**config.mk**
```make
export PLATFORM = sky130hd
export DESIGN_NAME = serial_adder_hs
export DESIGN_NICKNAME = d
export VERILOG_FILES = /design/src/rtl/arith_pkg.sv /design/src/rtl/fa_slice.sv /design/src/rtl/serial_adder_hs.sv
export SDC_FILE = /design/constraint.sdc
export NUM_CORES = 1
export LEC_CHECK = 0
export BUFFER_PORTS_ARGS = -buffer_cell sky130_fd_sc_hd__buf_2
export CORE_AREA = 3 3 67 69
export DETAILED_ROUTE_END_ITERATION = 8
export DIE_AREA = 0 0 70 72
export GPL_TIMING_DRIVEN = 1
export PLACE_DENSITY = 0.68
export SYNTH_ARGS = -nofsm -noshare
export SYNTH_HDL_FRONTEND = slang
export SYNTH_SLANG_ARGS = --single-unit
```
**constraint.sdc**
```tcl
create_clock -name clk -period 1.8 [get_ports clk]
set_clock_uncertainty 0.15 [all_clocks]
set_input_delay 0.54 -clock clk [delete_from_list [all_inputs] [get_ports clk]]
set_output_delay 0.54 -clock clk [all_outputs]
set_load 0.005 [all_outputs]
```
**src/rtl/arith_pkg.sv**
```systemverilog
// Shared definitions for the multi-cycle arithmetic blocks: FSM state
// encoding and a constant-evaluable ceil(log2) helper for counter sizing.
package arith_pkg;

    typedef enum logic [1:0] {
        S_IDLE = 2'd0,
        S_RUN  = 2'd1,
        S_DONE = 2'd2
    } state_t;

    function automatic int unsigned clog2(input int unsigned v);
        int unsigned r;
        r = 0;
        while ((64'd1 << r) < 64'(v)) r = r + 1;
        return r;
    endfunction

endpackage

```
**src/rtl/fa_slice.sv**
```systemverilog
// Single-bit full adder; chained by serial_adder_hs into a ripple slice.
module fa_slice (
    input  logic a,
    input  logic b,
    input  logic ci,
    output logic s,
    output logic co
);

    assign s  = a ^ b ^ ci;
    assign co = (a & b) | (ci & (a ^ b));

endmodule

```
**src/rtl/serial_adder_hs.sv**
```systemverilog
// Serial adder/subtractor: BITS_PER_CYCLE full-adder slices reused over
// WIDTH/BITS_PER_CYCLE clocks, LSB first, with valid/ready on both sides.
module serial_adder_hs
    import arith_pkg::*;
#(
    parameter int unsigned WIDTH          = 8,
    parameter int unsigned BITS_PER_CYCLE = 1
) (
    input  logic             clk,
    input  logic             rst_n,
    input  logic             in_valid,
    output logic             in_ready,
    input  logic [WIDTH-1:0] a,
    input  logic [WIDTH-1:0] b,
    input  logic             cin,
    input  logic             sub,
    output logic             out_valid,
    input  logic             out_ready,
    output logic [WIDTH-1:0] sum,
    output logic             cout,
    output logic             overflow
);

    localparam int unsigned N     = WIDTH / BITS_PER_CYCLE;
    localparam int unsigned CNT_W = (N > 1) ? clog2(N) : 1;

    if (WIDTH < 2 || BITS_PER_CYCLE < 1 || (WIDTH % BITS_PER_CYCLE) != 0) begin : g_param_check
        $error("serial_adder_hs: WIDTH must be >= 2 and divisible by BITS_PER_CYCLE");
    end

    state_t state, state_next;

    logic [WIDTH-1:0]          a_sh;
    logic [WIDTH-1:0]          b_sh;
    logic [WIDTH-1:0]          sum_sh;
    logic [WIDTH-1:0]          sum_next;
    logic [WIDTH-1:0]          sum_q;
    logic                      carry;
    logic                      cout_q;
    logic                      ovf_q;
    logic [CNT_W-1:0]          cnt;
    logic                      last_chunk;
    logic [BITS_PER_CYCLE:0]   c;
    logic [BITS_PER_CYCLE-1:0] s_chunk;

    assign c[0] = carry;

    for (genvar i = 0; i < BITS_PER_CYCLE; i++) begin : g_slice
        fa_slice u_fa (
            .a  (a_sh[i]),
            .b  (b_sh[i]),
            .ci (c[i]),
            .s  (s_chunk[i]),
            .co (c[i+1])
        );
    end

    // New chunk enters at the MSB side; after N chunks the LSB chunk has
    // migrated down to bit 0.
    if (BITS_PER_CYCLE == WIDTH) begin : g_sum_full
        assign sum_next = s_chunk;
    end else begin : g_sum_shift
        assign sum_next = {s_chunk, sum_sh[WIDTH-1:BITS_PER_CYCLE]};
    end

    assign last_chunk = (cnt == CNT_W'(N - 1));

    always_ff @(posedge clk or negedge rst_n) begin
        if (!rst_n) begin
            state  <= S_IDLE;
            a_sh   <= '0;
            b_sh   <= '0;
            sum_sh <= '0;
            sum_q  <= '0;
            carry  <= 1'b0;
            cout_q <= 1'b0;
            ovf_q  <= 1'b0;
            cnt    <= '0;
        end else begin
            state <= state_next;
            case (state)
                S_IDLE: begin
                    if (in_valid) begin
                        a_sh  <= a;
                        b_sh  <= sub ? ~b : b;
                        carry <= sub ? 1'b1 : cin;
                        cnt   <= '0;
                    end
                end
                S_RUN: begin
                    a_sh   <= a_sh >> BITS_PER_CYCLE;
                    b_sh   <= b_sh >> BITS_PER_CYCLE;
                    sum_sh <= sum_next;
                    carry  <= c[BITS_PER_CYCLE];
                    cnt    <= cnt + CNT_W'(1);
                    // Visible outputs only change on the final chunk so they
                    // hold their previous result throughout IDLE and RUN.
                    if (last_chunk) begin
                        sum_q  <= sum_next;
                        cout_q <= c[BITS_PER_CYCLE];
                        ovf_q  <= c[BITS_PER_CYCLE-1] ^ c[BITS_PER_CYCLE];
                    end
                end
                default: ;
            endcase
        end
    end

    always_comb begin
        state_next = state;
        in_ready   = 1'b0;
        out_valid  = 1'b0;
        case (state)
            S_IDLE: begin
                in_ready = 1'b1;
                if (in_valid) state_next = S_RUN;
            end
            S_RUN: begin
                if (last_chunk) state_next = S_DONE;
            end
            S_DONE: begin
                out_valid = 1'b1;
                if (out_ready) state_next = S_IDLE;
            end
            default: state_next = S_IDLE;
        endcase
    end

    assign sum      = sum_q;
    assign cout     = cout_q;
    assign overflow = ovf_q;

endmodule

```
==> results of run 1 <==
worst min-delay path by stage:
stage,from,endpoint,cells after the start
CTS,rst_n,sum[4],1
detailed placement,a_sh[1],a_sh[1],2
floorplan,rst_n,a_sh[0],0
global route,rst_n,sum_sh[7],1
global placement,a_sh[3],a_sh[3],2
finish,rst_n,sum[0],1
worst max-delay path: stages (launching register included):
cell,delay (ns)
sky130_fd_sc_hd__dfrtp_2,0.45
sky130_fd_sc_hd__buf_6,0.14
sky130_fd_sc_hd__nor2_2,0.08
sky130_fd_sc_hd__buf_2,0.11
routing by layer:
| metal | vias to the layer above | part of all wire, % | wire length [um] | GRT usage (%) |
|---|---|---|---|---|
| met2 | 35 | 48 | 1740 | 25.8 |
| met4 | 0 | 1.5 | 55 | 5.96 |
| met1 | 632 | 45 | 1620 | 19.7 |
| met3 | 7 | 4.7 | 168 | 3.05 |
| met5 | - | 0 | 0 | 0 |
| li1 | 634 | - | - | - |
layout make-up:
| cell class | count | area (um2) | area share [%] |
|---|---|---|---|
| sequential | 39 | 978 | 44.2 |
| multi-input combinational | 98 | 738 | 33.3 |
| timing repair buffer | 47 | 299 | 13.5 |
| clock buffer | 6 | 82.6 | 3.73 |
| tap | 50 | 62.6 | 2.82 |
| clock inverter | 2 | 35.0 | 1.58 |
| inverter | 5 | 18.8 | 0.847 |
cell families (layout without fill, tap and decap cells):
family	count (synthesis)	count (layout)	share of synthesized area (%)
muxes	17	17	10.8
and+or+nand+nor	28	28	7.88
xor gates and xnor gates	9	9	4.43
AOI/OAI and AO/OA	41	41	15.8
buffers and inverters	15	60	3.80
DFF	39	39	54.9
adders and majority gates	3	3	2.53
synthesized netlist by cell type:
master / instances / area (um2)
sky130_fd_sc_hd__nand2_1: 12 / 45.0
sky130_fd_sc_hd__clkbuf_1: 1 / 3.75
sky130_fd_sc_hd__xnor2_1: 8 / 70.1
sky130_fd_sc_hd__nand3b_1: 1 / 7.51
sky130_fd_sc_hd__inv_1: 5 / 18.8
sky130_fd_sc_hd__fa_1: 1 / 20.0
sky130_fd_sc_hd__dfrtp_1: 39 / 976
sky130_fd_sc_hd__nor2b_1: 7 / 43.8
sky130_fd_sc_hd__o221ai_1: 1 / 8.76
sky130_fd_sc_hd__or2_2: 1 / 6.26
sky130_fd_sc_hd__a21oi_1: 6 / 30.0
sky130_fd_sc_hd__nand2b_1: 1 / 6.26
sky130_fd_sc_hd__buf_2: 9 / 45.0
sky130_fd_sc_hd__xor2_1: 1 / 8.76
sky130_fd_sc_hd__o211ai_1: 2 / 15.0
sky130_fd_sc_hd__a22oi_1: 10 / 75.1
sky130_fd_sc_hd__and2b_1: 1 / 7.51
sky130_fd_sc_hd__a221o_1: 4 / 40.0
sky130_fd_sc_hd__mux2_2: 17 / 191
sky130_fd_sc_hd__a22o_1: 2 / 17.5
sky130_fd_sc_hd__o32ai_1: 3 / 26.3
sky130_fd_sc_hd__ha_1: 2 / 25.0
sky130_fd_sc_hd__o21bai_1: 1 / 7.51
sky130_fd_sc_hd__nor2_1: 4 / 15.0
sky130_fd_sc_hd__or3b_1: 1 / 8.76
sky130_fd_sc_hd__o21ai_0: 12 / 60.1
stage by stage:
| stage | instances | area, um2 |
|---|---|---|
| after floorplan | 152 | 1780 |
| after detailed placement | 237 | 2070 |
| after global placement | 237 | 2070 |
| final | 247 | 2210 |
| after global routing | 247 | 2210 |
| after CTS | 247 | 2210 |
what timing repair did:
action	in CTS	in global routing
gates resized for setup	2	2
buffers inserted	2	0
endpoints found under the hold margin	0	0
pin swaps	0	0
setup endpoints to repair	2	1
where the power goes:
| part | total [uW] | switching [uW] | internal (uW) |
|---|---|---|---|
| Clock | 754 | 305 | 449 |
| Sequential | 1510 | 254 | 1260 |
| Combinational | 1300 | 566 | 734 |
flip-flops by register name, indices dropped and copies added, names as in the netlist:
signal / flops
a_sh: 8
b_sh: 8
carry: 1
cnt: 3
cout: 1
overflow: 1
state: 2
sum: 8
sum_sh: 7
==> impl_metrics.prom, run 1 <==
# TYPE chip_impl_metric gauge
chip_impl_info{name="run_status",value="finished clean"} 1
chip_impl_info{name="layout_common_cells",value="sky130_fd_sc_hd__dfrtp_1 (37), sky130_fd_sc_hd__buf_2 (33), sky130_fd_sc_hd__mux2_2 (17)"} 1
chip_impl_metric{name="final_util",unit="%"} 55.8
chip_impl_info{name="worst_r2r_startpoint",value="cnt[0]"} 1
chip_impl_metric{name="ys_seq_area_share",unit="%"} 54.9
chip_impl_metric{name="syn_area_per_cell",unit="um2"} 11.7
chip_impl_metric{name="tritoncts.num_buffers",unit=""} 5
chip_impl_metric{name="final_layout_size_suffix_gt1_share",unit="%"} 38.6
chip_impl_info{name="path_class",value="reg2out"} 1
chip_impl_metric{name="drv.max_cap_violation_count",unit=""} 0
chip_impl_info{name="cts_tree",value="built"} 1
chip_impl_metric{name="detailed_place_hpwl",unit="mm"} 2.58
chip_impl_metric{name="cellPowerDensity",unit="nW/um2"} 1610
chip_impl_metric{name="io_pins",unit=""} 34
chip_impl_metric{name="die_w",unit="um"} 70
chip_impl_metric{name="track_usage",unit="%"} 15.3
chip_impl_metric{name="hold_bufs_at_cts",unit=""} 0
chip_impl_metric{name="final_critical_path_setup_slack",unit="ns"} 0.0370
chip_impl_metric{name="reg2reg_path_depth",unit=""} 5
chip_impl_metric{name="cellLeakagePower",unit="uW"} 0.00103
chip_impl_metric{name="die_area",unit="um2"} 5040
chip_impl_metric{name="filler_cell_count",unit=""} 360
chip_impl_metric{name="vdd.ir_drop.worst",unit="mV"} 0.591
chip_impl_metric{name="timing.final.max_slew_violations",unit=""} 0
chip_impl_info{name="layout_commonest_cell",value="sky130_fd_sc_hd__dfrtp_1"} 1
chip_impl_metric{name="dr.first_iter.drc_count",unit=""} 69
chip_impl_metric{name="timing.final.crit_share",unit="%"} 97.9
chip_impl_metric{name="grt_pass1_wl",unit="mm"} 6.22
chip_impl_metric{name="cp_data_arrival_time",unit="ns"} 1.07
chip_impl_metric{name="number_of_diodes_added_for_antenna_fixing",unit=""} 0
chip_impl_metric{name="initial_antenna_violation_count",unit=""} 0
chip_impl_metric{name="core_region_area",unit="um2"} 3970
chip_impl_info{name="critical_path.startpoint_type",value="flip-flop"} 1
chip_impl_metric{name="syn_to_final_growth",unit="%"} 24.5
chip_impl_metric{name="first_global_vias",unit=""} 1360
chip_impl_metric{name="routed_wire_length_per_instance",unit="um"} 14.5
chip_impl_metric{name="timing.hold.ws",unit="ns"} 0.0319
chip_impl_metric{name="die_h",unit="um"} 72
chip_impl_metric{name="timing.slew.headroom",unit="%"} 71.1
chip_impl_metric{name="worst-slew-pin-transition",unit="ns"} 0.434
chip_impl_metric{name="fin_total_pwr",unit="uW"} 3570
chip_impl_metric{name="finish.net_count",unit=""} 221
chip_impl_metric{name="path_clk_slew",unit="ns"} 0.08
chip_impl_metric{name="avgViaCountPerCell",unit=""} 5.30
chip_impl_metric{name="post_place_setup_slack",unit="ns"} 0.0302
chip_impl_metric{name="tritoncts_num_sinks",unit=""} 39
chip_impl_info{name="min_path_type",value="in2async"} 1
chip_impl_metric{name="ys.warnings.count",unit=""} 0
chip_impl_metric{name="first_pass_iteration_count_of_the_detailed_router",unit=""} 4
chip_impl_metric{name="wirelength",unit="mm"} 3.59
chip_impl_info{name="clk_root_buffer_cell",value="sky130_fd_sc_hd__clkbuf_8"} 1
chip_impl_metric{name="crit_fanout",unit=""} 6
chip_impl_info{name="endpoint_kind",value="output port"} 1
chip_impl_metric{name="post_syn_area",unit="um2"} 1780
chip_impl_metric{name="largest_net_degree_at_the_start_of_global_routing",unit=""} 22
chip_impl_metric{name="grt-ovfl-total",unit=""} 0
chip_impl_metric{name="clockBufferDepth",unit=""} 2
chip_impl_info{name="critical_path_endpoint",value="in_ready"} 1
chip_impl_metric{name="std_cell_rows",unit=""} 23
chip_impl_metric{name="setup_viol",unit=""} 0
chip_impl_metric{name="netlist_instances",unit=""} 152
chip_impl_info{name="rsz0062_at_grt",value="no"} 1
chip_impl_metric{name="drt_drc_violations_left",unit=""} 0
chip_impl_metric{name="finalWorstPathRequiredPeriod",unit="ns"} 1.76
chip_impl_metric{name="setup_total_negative_slack",unit="ns"} 0
chip_impl_metric{name="ant_nets",unit=""} 0
chip_impl_metric{name="via_count",unit=""} 1308
chip_impl_metric{name="initial_utilization",unit="%"} 44.8
chip_impl_metric{name="critPathRequiredTime",unit="ns"} 1.11
chip_impl_metric{name="timing.reg2reg.setup_slack",unit="ns"} 0.12
chip_impl_metric{name="last_weighted_congestion_value_of_the_routability_driven_placer",unit=""} 0.850
chip_impl_info{name="worstReg2RegEnd",value="sum[3]"} 1
chip_impl_metric{name="ys_seq_elements",unit=""} 39
chip_impl_metric{name="mappedNetlistNets",unit=""} 177
chip_impl_metric{name="cts_htree_levels",unit=""} 2
chip_impl_metric{name="finalHoldViolations",unit=""} 0
chip_impl_metric{name="post_synth_num_cell_types",unit=""} 26
chip_impl_metric{name="io_buffers",unit=""} 33
chip_impl_metric{name="fmax",unit="MHz"} 567
chip_impl_info{name="cp_launch_point",value="state[0]"} 1
chip_impl_metric{name="clock_insertion_delay_worst_skew",unit="ns"} 0.29
Power figures use the tool's default switching activity.
==> run 2: changes to the inputs <==
Settings changed: SETUP_SLACK_MARGIN from default to 0.4.
==> run 2 against run 1 <==
Net effect: non-clock buffer count grew 22; register-to-register slack is essentially flat; sequential power is essentially flat; clock power shrank 14%; critical path depth is the same; largest cell class unchanged; highest routed layer unchanged.
==> impl_metrics.prom, run 2 (synthesized netlist as in run 1, its figures left out) <==
# TYPE chip_impl_metric gauge
chip_impl_metric{name="last_weighted_congestion_value_of_the_routability_driven_placer",unit=""} 0.788
chip_impl_metric{name="tritoncts_num_sinks",unit=""} 39
chip_impl_metric{name="die_area",unit="um2"} 5040
chip_impl_metric{name="dr.first_iter.drc_count",unit=""} 59
chip_impl_info{name="layout_commonest_cell",value="sky130_fd_sc_hd__dfrtp_1"} 1
chip_impl_metric{name="clockBufferDepth",unit=""} 2
chip_impl_metric{name="io_pins",unit=""} 34
chip_impl_metric{name="number_of_diodes_added_for_antenna_fixing",unit=""} 0
chip_impl_metric{name="first_global_vias",unit=""} 1407
chip_impl_metric{name="post_place_setup_slack",unit="ns"} 0.105
chip_impl_info{name="clk_root_buffer_cell",value="sky130_fd_sc_hd__clkbuf_8"} 1
chip_impl_metric{name="cellPowerDensity",unit="nW/um2"} 1560
chip_impl_metric{name="syn_to_final_growth",unit="%"} 46.5
chip_impl_info{name="layout_common_cells",value="sky130_fd_sc_hd__dfrtp_1 (37), sky130_fd_sc_hd__buf_2 (32), sky130_fd_sc_hd__buf_4 (27)"} 1
chip_impl_metric{name="cts_htree_levels",unit=""} 2
chip_impl_metric{name="timing.final.max_slew_violations",unit=""} 0
chip_impl_metric{name="final_cell_count_no_fill",unit=""} 269
chip_impl_metric{name="place_inst",unit=""} 235
chip_impl_metric{name="finish.net_count",unit=""} 243
chip_impl_metric{name="die_h",unit="um"} 72
chip_impl_metric{name="post-route-cell-area",unit="um2"} 2610
chip_impl_metric{name="cp_data_arrival_time",unit="ns"} 1.02
chip_impl_metric{name="timing.slew.headroom",unit="%"} 72.5
chip_impl_metric{name="drv.max_cap_violation_count",unit=""} 0
chip_impl_info{name="run_status",value="finished clean"} 1
chip_impl_metric{name="track_usage",unit="%"} 17.0
chip_impl_info{name="min_path_type",value="in2async"} 1
chip_impl_metric{name="std_cell_rows",unit=""} 23
chip_impl_info{name="cts_tree",value="built"} 1
chip_impl_metric{name="placedInstanceArea",unit="um2"} 2170
chip_impl_metric{name="grt-ovfl-total",unit=""} 0
chip_impl_metric{name="drt_drc_violations_left",unit=""} 0
chip_impl_metric{name="critPathRequiredTime",unit="ns"} 1.11
chip_impl_metric{name="crit_fanout",unit=""} 4
chip_impl_metric{name="tritoncts.num_buffers",unit=""} 5
chip_impl_metric{name="wirelength",unit="mm"} 4.08
chip_impl_metric{name="finalHoldViolations",unit=""} 0
chip_impl_metric{name="largest_net_degree_at_the_start_of_global_routing",unit=""} 24
chip_impl_metric{name="vdd.ir_drop.worst",unit="mV"} 0.749
chip_impl_metric{name="setup_viol",unit=""} 0
chip_impl_info{name="critical_path.startpoint_type",value="flip-flop"} 1
chip_impl_info{name="rsz0062_at_grt",value="yes"} 1
chip_impl_metric{name="final_layout_size_suffix_gt1_share",unit="%"} 56.6
chip_impl_metric{name="initial_antenna_violation_count",unit=""} 0
chip_impl_info{name="endpoint_kind",value="output port"} 1
chip_impl_metric{name="via_count",unit=""} 1399
chip_impl_metric{name="setup_total_negative_slack",unit="ns"} 0
chip_impl_metric{name="ant_nets",unit=""} 0
chip_impl_metric{name="first_pass_iteration_count_of_the_detailed_router",unit=""} 4
chip_impl_info{name="path_class",value="reg2out"} 1
chip_impl_metric{name="final_critical_path_setup_slack",unit="ns"} 0.0880
chip_impl_metric{name="die_w",unit="um"} 70
chip_impl_metric{name="worst-slew-pin-transition",unit="ns"} 0.412
chip_impl_metric{name="path_clk_slew",unit="ns"} 0.08
chip_impl_metric{name="fmax",unit="MHz"} 584
chip_impl_metric{name="cellLeakagePower",unit="uW"} 0.00123
chip_impl_metric{name="io_buffers",unit=""} 33
chip_impl_metric{name="initial_utilization",unit="%"} 44.8
chip_impl_metric{name="reg2reg_path_depth",unit=""} 5
chip_impl_metric{name="final_util",unit="%"} 65.6
chip_impl_metric{name="core_region_area",unit="um2"} 3970
chip_impl_metric{name="clock_insertion_delay_worst_skew",unit="ns"} 0.29
chip_impl_metric{name="grt_pass1_wl",unit="mm"} 6.70
chip_impl_metric{name="detailed_place_hpwl",unit="mm"} 2.73
chip_impl_metric{name="hold_bufs_at_cts",unit=""} 0
chip_impl_metric{name="routed_wire_length_per_instance",unit="um"} 15.2
chip_impl_metric{name="avgViaCountPerCell",unit=""} 5.20
chip_impl_metric{name="finalWorstPathRequiredPeriod",unit="ns"} 1.71
chip_impl_metric{name="timing.final.crit_share",unit="%"} 95.1
## run 2: changes by cell type in the layout (fill, tap and decap cells not counted), moves of 5 or more
cell,change
sky130_fd_sc_hd__a22oi_1,-5
sky130_fd_sc_hd__a22oi_2,+5
sky130_fd_sc_hd__buf_4,+16
sky130_fd_sc_hd__buf_6,+5
sky130_fd_sc_hd__mux2_2,-9
sky130_fd_sc_hd__mux2_4,+9
sky130_fd_sc_hd__o21ai_0,-10
sky130_fd_sc_hd__o21ai_1,+8
## run 2: power by group
| part | internal (uW) | switching (uW) |
|---|---|---|
| Clock | 349 | 303 |
| Sequential | 1260 | 267 |
| Combinational | 1160 | 733 |
## run 2: per-layer routing
metal  wire, um  vias up  share of wire (%)  global-route usage [%]
li1           -      669                  -                       -
met1       1770      689                 43                    21.4
met2       2090       37                 51                    28.2
met3        186        4                4.6                    4.71
met4         38        0               0.93                    6.17
met5          0        -                  0                       0
## run 2: final timing paths
check,startpoint,to,slack (ns)
worst max register to register,state[1],cout,0.12
worst min register to register,overflow,overflow,0.34
worst min-delay path,rst_n,sum[3],0.02
min in group clk,out_ready,state[1],0.31
max in group asynchronous,rst_n,state[0],1.00
worst max-delay path,state[0],out_valid,0.09
## run 2: final cells by class
| cell class | count | area, um2 |
|---|---|---|
| Clock buffer | 7 | 96.3 |
| Multi-Input combinational cell | 98 | 930 |
| Clock inverter | 1 | 7.51 |
| Tap cell | 50 | 62.6 |
| Inverter | 5 | 18.8 |
| Sequential cell | 39 | 978 |
| Fill cell | 308 | 1370 |
| Timing Repair Buffer | 69 | 513 |
## run 2: per-stage QoR
stage | total power [uW] | hold WS [ns]
after floorplan | 2510 | 0.0944
after detailed placement | 2900 | 0.335
final | 4070 | 0.0213
after global placement | 2820 | 0.312
after CTS | 3800 | 0.0271
after global routing | 4370 | 0.0364
## run 2: what timing repair did
item                                    in CTS  in global routing
endpoints found under the hold margin        0                  0
gates resized for setup                     17                 27
endpoints found under the setup margin      51                 50
buffers inserted                            13                 12
pin swaps                                    1                 10
gates cloned                                 1                  0
## run 2: worst max-delay path: stages, from the launching register on
cell and delay, ns:
sky130_fd_sc_hd__dfrtp_2 0.44, sky130_fd_sc_hd__nand2b_4 0.17, sky130_fd_sc_hd__inv_2 0.05, sky130_fd_sc_hd__buf_6 0.08
==> run 3: changes to the inputs <==
Settings changed: CORE_AREA 3 3 67 69 to 3 3 64 72, DIE_AREA 0 0 70 72 to 0 0 67 75, HOLD_SLACK_MARGIN from default to 0.02, PLACE_DENSITY 0.68 to 0.69.
==> run 3 against run 2 <==
Net effect: non-clock buffer count down 7; wire length shrank 3.1%; register-to-register slack hardly changed; sequential power about the same; die area fell by 0.30%; worst hold slack improved by 0.048 ns; worst setup slack got worse by 0.015 ns; combinational power decreased by 10%; clock power decreased by 14%; utilization shrank 3.7 points; clock-buffer cell count stayed put; critical path type unchanged; critical endpoint unchanged; largest power group unchanged.
==> impl_metrics.prom, run 3 (synthesized netlist as in run 1, its figures left out) <==
# TYPE chip_impl_metric gauge
chip_impl_info{name="run_status",value="finished clean"} 1
chip_impl_metric{name="fmax",unit="MHz"} 579
chip_impl_metric{name="routed_wire_length_per_instance",unit="um"} 15.0
chip_impl_metric{name="first_pass_iteration_count_of_the_detailed_router",unit=""} 4
chip_impl_metric{name="switching_share_of_total_power",unit="%"} 32.7
chip_impl_metric{name="dr.first_iter.drc_count",unit=""} 68
chip_impl_metric{name="last_weighted_congestion_value_of_the_routability_driven_placer",unit=""} 0.740
chip_impl_metric{name="crit_fanout",unit=""} 5
chip_impl_metric{name="finish.net_count",unit=""} 236
chip_impl_info{name="endpoint_kind",value="output port"} 1
chip_impl_metric{name="grt_pass1_wl",unit="mm"} 6.43
chip_impl_metric{name="syn_to_final_growth",unit="%"} 37.9
chip_impl_info{name="min_path_type",value="in2async"} 1
chip_impl_metric{name="io_buffers",unit=""} 33
chip_impl_metric{name="initial_antenna_violation_count",unit=""} 0
chip_impl_metric{name="filler_cell_count",unit=""} 337
chip_impl_metric{name="largest_net_degree_at_the_start_of_global_routing",unit=""} 40
chip_impl_metric{name="fin_total_pwr",unit="uW"} 3800
chip_impl_metric{name="final_layout_size_suffix_gt1_share",unit="%"} 50.5
chip_impl_metric{name="die_w",unit="um"} 67
chip_impl_metric{name="ant_nets",unit=""} 0
chip_impl_info{name="critical_path.slowest_cell",value="sky130_fd_sc_hd__dfrtp_2"} 1
chip_impl_metric{name="drt_drc_violations_left",unit=""} 0
chip_impl_metric{name="cellLeakagePower",unit="uW"} 0.00117
chip_impl_metric{name="finalWorstPathRequiredPeriod",unit="ns"} 1.73
chip_impl_metric{name="initial_utilization",unit="%"} 44.9
chip_impl_metric{name="detailed_place_hpwl",unit="mm"} 2.73
chip_impl_metric{name="seq_power_share",unit="%"} 40.4
chip_impl_metric{name="first_global_vias",unit=""} 1373
chip_impl_metric{name="power.clock.fraction",unit="%"} 14.8
chip_impl_metric{name="combinationalPowerShare",unit="%"} 44.8
chip_impl_metric{name="die_area",unit="um2"} 5030
chip_impl_metric{name="vdd.ir_drop.worst",unit="mV"} 0.699
chip_impl_metric{name="worst-slew-pin-transition",unit="ns"} 0.302
chip_impl_metric{name="io_pins",unit=""} 34
chip_impl_info{name="critical_path.startpoint_type",value="flip-flop"} 1
chip_impl_metric{name="core_region_area",unit="um2"} 3960
chip_impl_metric{name="via_count",unit=""} 1381
chip_impl_metric{name="cellInternalPower",unit="uW"} 2560
chip_impl_metric{name="setup_viol",unit=""} 0
chip_impl_info{name="cp_launch_point",value="state[0]"} 1
chip_impl_metric{name="track_usage",unit="%"} 16.8
chip_impl_metric{name="cellPowerDensity",unit="nW/um2"} 1550
chip_impl_metric{name="number_of_diodes_added_for_antenna_fixing",unit=""} 0
chip_impl_metric{name="setup_total_negative_slack",unit="ns"} 0
chip_impl_metric{name="tritoncts_num_sinks",unit=""} 39
chip_impl_info{name="path_class",value="reg2out"} 1
chip_impl_metric{name="wirelength",unit="mm"} 3.96
chip_impl_metric{name="path_clk_slew",unit="ns"} 0.08
chip_impl_info{name="clk_root_buffer_cell",value="sky130_fd_sc_hd__clkbuf_8"} 1
chip_impl_info{name="layout_common_cells",value="sky130_fd_sc_hd__dfrtp_1 (37), sky130_fd_sc_hd__buf_2 (32), sky130_fd_sc_hd__buf_4 (22)"} 1
chip_impl_metric{name="final_util",unit="%"} 61.9
chip_impl_metric{name="critPathRequiredTime",unit="ns"} 1.11
chip_impl_metric{name="timing.final.max_slew_violations",unit=""} 0
chip_impl_metric{name="timing.slew.headroom",unit="%"} 79.8
chip_impl_metric{name="std_cell_rows",unit=""} 24
chip_impl_metric{name="total_switching_power",unit="uW"} 1240
chip_impl_metric{name="drv.max_cap_violation_count",unit=""} 0
chip_impl_metric{name="clockBufferDepth",unit=""} 2
chip_impl_metric{name="cts_htree_levels",unit=""} 2
chip_impl_metric{name="tritoncts.num_buffers",unit=""} 5
chip_impl_metric{name="grt-ovfl-total",unit=""} 0
chip_impl_metric{name="die_h",unit="um"} 75
chip_impl_metric{name="worst_path_largest_cell_delay",unit="ns"} 0.46
chip_impl_metric{name="finalHoldViolations",unit=""} 0
chip_impl_info{name="layout_commonest_cell",value="sky130_fd_sc_hd__dfrtp_1"} 1
chip_impl_metric{name="avgViaCountPerCell",unit=""} 5.23
chip_impl_info{name="worst_r2r_startpoint",value="state[0]"} 1
chip_impl_metric{name="timing.final.crit_share",unit="%"} 95.9
chip_impl_info{name="critical_path.top_delay_family",value="flip-flops"} 1
chip_impl_metric{name="critical_path_buf_inv_count",unit=""} 2
chip_impl_metric{name="clock_insertion_delay_worst_skew",unit="ns"} 0.28
chip_impl_info{name="rsz0062_at_grt",value="yes"} 1
chip_impl_info{name="cts_tree",value="built"} 1
chip_impl_info{name="crit_chain",value="nand2b_4 > inv_2 > buf_6"} 1
chip_impl_metric{name="cp_data_arrival_time",unit="ns"} 1.04
-- run 3: cell types whose count changed in the layout (fill, tap and decap cells not counted), sizes merged --
cell      before  now
clkinvlp       1    0
clkinv         0    1
buf           69   62
-- run 3: worst paths after layout --
| path | slack, ns | to | depth (start not counted) |
|---|---|---|---|
| max in group asynchronous | 1.23 | state[0] | 2 |
| hold reg to reg | 0.35 | a_sh[2] | 2 |
| min in group clk | 0.31 | state[1] | 2 |
| setup / recovery | 0.07 | out_valid | 3 |
| hold / removal | 0.07 | carry | 2 |
| setup reg to reg | 0.11 | b_sh[5] | 5 |
-- run 3: power groups by stage --
stage / sequential (uW) / combinational (uW) / clock, uW
detailed placement: 1570 / 1360 / 0
global placement: 1530 / 1290 / 0
CTS: 1530 / 1620 / 568
floorplan: 1470 / 1030 / 0
global route: 1580 / 1860 / 614
finish: 1540 / 1700 / 563
-- run 3: layout make-up --
class | instances | area (um2) | area share (%)
clock buffer | 7 | 76.3 | 3.11
clock inverter | 1 | 5.00 | 0.204
inverter | 5 | 18.8 | 0.765
multi-input combinational | 98 | 886 | 36.1
sequential | 39 | 978 | 39.9
tap | 52 | 65.1 | 2.65
timing repair buffer | 62 | 424 | 17.3
-- run 3: repair_timing --
item,4_1_cts,5_1_grt
resized for setup,17,11
cloned,0,0
endpoints found under the setup margin,49,50
hold buffers,0,0
setup buffers,14,3
pin swaps,3,3
-- run 3: worst reg2reg max path, stage by stage (launching register included) --
cell	delay [ns]
sky130_fd_sc_hd__dfrtp_2	0.46
sky130_fd_sc_hd__buf_4	0.16
sky130_fd_sc_hd__buf_4	0.16
sky130_fd_sc_hd__or3b_4	0.44
sky130_fd_sc_hd__o32ai_2	0.12
sky130_fd_sc_hd__a221o_1	0.15
-- run 3: stage by stage --
| step | cells | cell area, um2 | setup slack, ns | hold slack [ns] |
|---|---|---|---|---|
| 2_1_floorplan | 152 | 1940 | 0.233 | 0.0944 |
| 6_report | 264 | 2450 | 0.0734 | 0.0693 |
| 4_1_cts | 261 | 2410 | 0.0722 | 0.0749 |
| 3_5_place_dp | 239 | 2170 | 0.0465 | 0.326 |
| 5_1_grt | 264 | 2450 | 0.0341 | 0.0750 |
| 3_3_place_gp | 239 | 2170 | 0.118 | 0.315 |
-- run 3: per-layer routing --
layer  global-route usage (%)  vias up  wire, um
li1                         -      656         -
met1                     22.3      679      1780
met2                     27.9       40      1950
met3                     4.48        6       190
met4                     3.38        0        30
met5                        0        -         0
